File: config.mk
export PLATFORM = sky130hd
export DESIGN_NAME = rv32i_imem_sequencer
export DESIGN_NICKNAME = d
export VERILOG_FILES = /design/src/rtl/rv32i_imem_sequencer.sv
export SDC_FILE = /design/constraint.sdc
export NUM_CORES = 2
export LEC_CHECK = 0
export BUFFER_PORTS_ARGS = -buffer_cell sky130_fd_sc_hd__buf_2
export CORE_UTILIZATION = 50
export CTS_BUF_LIST = sky130_fd_sc_hd__clkbuf_4
export DETAILED_ROUTE_END_ITERATION = 10
export GPL_TIMING_DRIVEN = 0
export PLACE_DENSITY = 0.64
export SLEW_MARGIN = 0
export SYNTH_ARGS = -nofsm -noshare
export SYNTH_HDL_FRONTEND = slang
export SYNTH_SLANG_ARGS = --single-unit
File: constraint.sdc
create_clock -name clk -period 4.8 [get_ports clk]
set_clock_uncertainty 0.05 [all_clocks]
set_input_delay 0.24 -clock clk [delete_from_list [all_inputs] [get_ports clk]]
set_output_delay 0.24 -clock clk [all_outputs]
set_load 0.02 [all_outputs]
File: src/rtl/rv32i_imem_sequencer.sv
// Instruction memory and run sequencer for an RV32I core: loads a program word by word,
// releases the core from reset, serves fetches and halts on end-of-program or a fault.
module rv32i_imem_sequencer #(
    parameter int unsigned DEPTH      = 64,
    parameter logic [31:0] BASE_ADDR  = 32'h0400_0000,
    parameter int unsigned MAX_CYCLES = 1024,
    parameter logic [31:0] NOP_WORD   = 32'h0000_0013
) (
    input  logic                     clk,
    input  logic                     rst,
    input  logic                     load_valid,
    input  logic [31:0]              load_data,
    output logic                     load_ready,
    input  logic                     start,
    input  logic [31:0]              pc,
    output logic [31:0]              instruction,
    output logic                     core_rst,
    output logic [1:0]               state,
    output logic [$clog2(DEPTH):0]   words_loaded,
    output logic [31:0]              retired_count,
    output logic                     done,
    output logic                     fault,
    output logic [1:0]               fault_code
);

    localparam int unsigned AW = $clog2(DEPTH);
    localparam int unsigned CW = AW + 1;
    localparam logic [31:0] MEM_END = BASE_ADDR + 32'(4 * DEPTH);
    localparam logic [31:0] TIMEOUT_AT = 32'(MAX_CYCLES - 1);

    typedef enum logic [1:0] {
        StLoad = 2'b00,
        StRun  = 2'b01,
        StHalt = 2'b10
    } state_e;

    state_e        state_q;
    logic [31:0]   mem_q [DEPTH];
    logic [CW-1:0] words_loaded_q;
    logic [31:0]   retired_q;
    logic          done_q;
    logic          fault_q;
    logic [1:0]    code_q;

    logic          load_accept;
    logic [31:0]   prog_end;
    logic          misaligned;
    logic          out_of_range;
    logic          past_prog;
    logic          pc_valid;
    logic [AW-1:0] word_idx;

    assign load_ready  = (state_q == StLoad) && (words_loaded_q != CW'(DEPTH));
    assign load_accept = load_valid && load_ready;

    // Address checks are plain 32-bit unsigned; the parameters guarantee MEM_END does not wrap.
    assign prog_end     = BASE_ADDR + (32'(words_loaded_q) << 2);
    assign misaligned   = (pc[1:0] != 2'b00);
    assign out_of_range = (pc < BASE_ADDR) || (pc >= MEM_END);
    assign past_prog    = (pc >= prog_end);
    assign pc_valid     = !misaligned && (pc >= BASE_ADDR) && !past_prog;
    assign word_idx     = AW'((pc - BASE_ADDR) >> 2);

    assign instruction = ((state_q == StRun) && pc_valid) ? mem_q[word_idx] : NOP_WORD;

    assign core_rst      = (state_q != StRun);
    assign state         = state_q;
    assign words_loaded  = words_loaded_q;
    assign retired_count = retired_q;
    assign done          = done_q;
    assign fault         = fault_q;
    assign fault_code    = code_q;

    // Program storage is deliberately not reset.
    always_ff @(posedge clk) begin
        if (load_accept) begin
            mem_q[words_loaded_q[AW-1:0]] <= load_data;
        end
    end

    always_ff @(posedge clk or posedge rst) begin
        if (rst) begin
            state_q        <= StLoad;
            words_loaded_q <= '0;
            retired_q      <= '0;
            done_q         <= 1'b0;
            fault_q        <= 1'b0;
            code_q         <= 2'b00;
        end else begin
            case (state_q)
                StLoad: begin
                    if (load_accept) begin
                        words_loaded_q <= words_loaded_q + CW'(1);
                    end
                    if (start && ((words_loaded_q != '0) || load_accept)) begin
                        state_q   <= StRun;
                        retired_q <= '0;
                        done_q    <= 1'b0;
                        fault_q   <= 1'b0;
                        code_q    <= 2'b00;
                    end
                end
                StRun: begin
                    // The halting cycle does not count as retired.
                    if (misaligned) begin
                        state_q <= StHalt;
                        fault_q <= 1'b1;
                        code_q  <= 2'b01;
                    end else if (out_of_range) begin
                        state_q <= StHalt;
                        fault_q <= 1'b1;
                        code_q  <= 2'b10;
                    end else if (past_prog) begin
                        state_q <= StHalt;
                        done_q  <= 1'b1;
                    end else if (retired_q == TIMEOUT_AT) begin
                        state_q <= StHalt;
                        fault_q <= 1'b1;
                        code_q  <= 2'b11;
                    end else begin
                        retired_q <= retired_q + 32'd1;
                    end
                end
                StHalt: begin
                    if (start) begin
                        state_q   <= StRun;
                        retired_q <= '0;
                        done_q    <= 1'b0;
                        fault_q   <= 1'b0;
                        code_q    <= 2'b00;
                    end
                end
                default: state_q <= StLoad;
            endcase
        end
    end

endmodule

==> results.sh <==
export IMPL_status="finished, violations left"
export IMPL_violations="setup timing"
export IMPL_grt_pass1_vias=44306
export IMPL_power_mw=38.38
export IMPL_r2r_setup_slack_ns=0.22
export IMPL_placed_cell_area_sq_mm=0.08595
export IMPL_slew_violations=0
export IMPL_period_needed_ns=4.841
export IMPL_synthToLayoutAreaGrowth_pct=15.77
export IMPL_numCtsBuffers=546
export IMPL_nets=4520
export IMPL_postRouteAntennaNets=0
export IMPL_worstPathArrival_ns=4.55
export IMPL_grt_util_all_layers_pct=30.46
export IMPL_r2r_end="retired_count[16]"
export IMPL_layout_drive_gt1_share_pct=37.16
export IMPL_dp_cells=5974
export IMPL_cp_common_cell="buf_2"
export IMPL_regToRegStartpoint="words_loaded[1]"
export IMPL_place_ws_ns=-1.116
export IMPL_final_common_cell="edfxtp_1"
export IMPL_portBuffers=145
export IMPL_drv_cap=0
export IMPL_core_area_sq_mm=0.1591
export IMPL_clkLatencyLatePin_ns=1.32
export IMPL_synth_distinct_cells=64
export IMPL_endpoint="instruction[10]"
export IMPL_grt_overflow=0
export IMPL_drt_iter0_markers=6908
export IMPL_place_gp_congestion=0.9294
export IMPL_synth_cells=3612
export IMPL_antenna_found_initial=6
export IMPL_grt_pass1_wl_um=337200
export IMPL_cts_tree="done"
export IMPL_finalCritPeriodShare_pct=100.9
export IMPL_cp_required_ns=4.51
export IMPL_die_x_um=403.4
export IMPL_hp_class="primary input to register"
export IMPL_mostFrequentLayoutCells="2,048 x edfxtp_1, 780 x clkbuf_4, 534 x mux4_2, 201 x buf_2, 79 x clkbuf_1"
export IMPL_start_kind="primary input"
export IMPL_wl_per_cell_um=35.40
export IMPL_slew_headroom_pct=3.569
export IMPL_die_h_um=403.4
export IMPL_dieArea_sq_mm=0.1628
export IMPL_peakVddDrop_v=0.0002976
export IMPL_setup_worst_path_start="pc[3]"
export IMPL_power_density_mw_per_mm2=411.4
export IMPL_ys_flop_type="edfxtp_1"
export IMPL_hpwl_um=156900
export IMPL_synth_cell_area_sq_mm=0.08058
export IMPL_fin_cells=6930
export IMPL_critPathSlowestCell="o21ai_0"
export IMPL_ctsHtreeMaxLevel=6
export IMPL_clkTransAtPathRegs_ns=0.06
export IMPL_ys_seq_area_share_pct=77.72
export IMPL_clock_sinks=2093
export IMPL_ys_ff_latch=2093
export IMPL_rr_worst_depth=12
export IMPL_synth_avg_cell_area_sq_um=22.31
export IMPL_drtPass1Iterations=8
export IMPL_rows=146
export IMPL_initial_utilization_pct=50.64
export IMPL_end_kind="output port"
export IMPL_slowest_delay_ns=0.87
export IMPL_drc_errors=0
export IMPL_crit_fanout=10
export IMPL_setup_viol=3
export IMPL_final_hold_viol_count=0
export IMPL_cts_root_buf="clkbuf_4"
export IMPL_via_per_inst=6.401
export IMPL_worst_slack_ns=-0.04112
export IMPL_grt_max_degree=65
export IMPL_postLayoutCellArea_sq_mm=0.09328
export IMPL_crit_chain="buf_2, buf_2, buf_2, clkbuf_2, mux4_2, mux2i_1, a21oi_1, o21ai_0, nor3_2, buf_2"
export IMPL_synth_async_reset_ratio_pct=2.150
export IMPL_finalSetupTns_ns=-0.08527
export IMPL_synth_edf_count=2048
export IMPL_rsz0062_at_grt="false"
export IMPL_worst_slew_pin_slew_ns=1.446
export IMPL_setup_worst_path_class="primary input to output port"
export IMPL_p_leak_nw=30.06
export IMPL_fmax_mhz=206.6
export IMPL_ios=147
export IMPL_wirelength_um=245300
export IMPL_vias=44357
export IMPL_cts_buffer_depth=4
export IMPL_synth_warnings=0
export IMPL_synth_nets=3690
-- power breakdown --
part / internal, mW / switching [mW] / total, mW / leakage (nW)
clock network: 7.81 / 7.06 / 14.9 / 3.90
logic: 0.916 / 2.05 / 2.97 / 7.14
registers: 20.4 / 0.104 / 20.5 / 19.0
-- cells by family (layout without fill, tap and decap cells) --
kind of cell | Yosys count | in the layout | share of synthesized area, %
buffers and inverters | 220 | 1379 | 1.266
muxes | 590 | 590 | 15.64
and+or+nand+nor | 337 | 337 | 2.073
AOI/OAI and AO/OA | 356 | 356 | 3.084
DFF | 2093 | 2093 | 77.72
other | 0 | 13 | 0
xor gates and xnor gates | 6 | 6 | 0.06522
adders and majority gates | 10 | 10 | 0.1553
-- how the worst min path moves through the flow --
stage,slack (ns),depth (start not counted),start,end
finish,0.09,2,load_data[5],mem_q[28][5]
global route,0.05,2,load_data[5],mem_q[31][5]
CTS,0.04,6,load_valid,words_loaded[4]
detailed placement,0.11,2,rst,words_loaded[2]
global placement,0.42,2,fault,fault
floorplan,0.29,0,load_data[0],mem_q[0][0]
-- critical path, delay by kind of cell --
| family | cells | cell delay, ns |
|---|---|---|
| buf+inv | 5 | 2.23 |
| simple gates | 1 | 0.22 |
| mux | 2 | 0.81 |
| compound gates | 2 | 1.00 |
-- Yosys cell counts (5+ instances only) --
| cell | instances | area (sq um) |
|---|---|---|
| o22ai_1 | 32 | 200.2 |
| and2_1 | 8 | 50.05 |
| xnor2_1 | 6 | 52.55 |
| a22o_1 | 29 | 254.0 |
| inv_1 | 25 | 93.84 |
| nand2b_1 | 10 | 62.56 |
| mux2i_1 | 46 | 460.4 |
| o311ai_0 | 5 | 43.79 |
| a22oi_1 | 66 | 495.5 |
| nor3_1 | 36 | 180.2 |
| edfxtp_1 | 2048 | 61500 |
| clkbuf_1 | 90 | 337.8 |
| a211oi_1 | 16 | 120.1 |
| nor4_1 | 17 | 106.4 |
| ha_1 | 10 | 125.1 |
| nor2b_1 | 9 | 56.30 |
| nand3_1 | 37 | 185.2 |
| mux4_2 | 534 | 12030 |
| o31ai_1 | 18 | 135.1 |
| nand4_1 | 15 | 93.84 |
| dfrtp_1 | 45 | 1126 |
| nor2_1 | 112 | 420.4 |
| nand2_1 | 52 | 195.2 |
| or3_1 | 9 | 56.30 |
| buf_4 | 27 | 202.7 |
| and3_1 | 10 | 62.56 |
| buf_2 | 56 | 280.3 |
| mux2_2 | 10 | 112.6 |
| a221oi_1 | 25 | 219.0 |
| a21oi_1 | 56 | 280.3 |
| o22a_1 | 5 | 43.79 |
| o211ai_1 | 12 | 90.09 |
| buf_1 | 18 | 67.56 |
| a31oi_1 | 14 | 87.58 |
| o21ai_0 | 52 | 260.3 |
-- registers in the layout, summed over array words and instances, names as in the netlist --
register       flops
done               1
words_loaded       7
fault_code         2
retired_count     32
mem_q           2048
state              2
fault              1
-- per-stage QoR --
step | hold slack (ns) | util [%]
2_1_floorplan | 0.2889 | -
3_3_place_gp | 0.4159 | 52.79
3_5_place_dp | 0.1100 | 54.02
4_1_cts | 0.04213 | 58.59
5_1_grt | 0.05006 | 58.62
6_report | 0.09069 | 58.63
-- routing by layer --
metal	routed length, um	part of all wire, %	vias to the layer above	global-route usage, %
li1	-	-	17458	-
met1	89410	36	23128	40.71
met2	113600	46	3203	46.30
met3	30260	12	564	8.957
met4	11860	4.8	4	14.46
met5	171	0.070	-	0
-- what timing repair did --
| action | 4_1_cts | 5_1_grt |
|---|---|---|
| hold buffers | 66 | 1 |
| cloned | 0 | 0 |
| gates resized for setup | 38 | 3 |
| setup buffers | 2 | 0 |
| pin swaps | 2 | 0 |
| setup endpoints to repair | 32 | 26 |
| hold endpoints to repair | 2136 | 21 |
-- final cells by class --
class	count	area, sq um
flip-flops and latches	2093	62630
repair buffers	286	2923
well taps	2146	2685
fillers	11612	65830
clock inverters	99	589.3
multi-input cells	1299	17560
inverters	26	97.59
clock buffers	778	5841
plain buffers	190	935.9
diodes	13	32.53
Power figures use the tool's default switching activity.
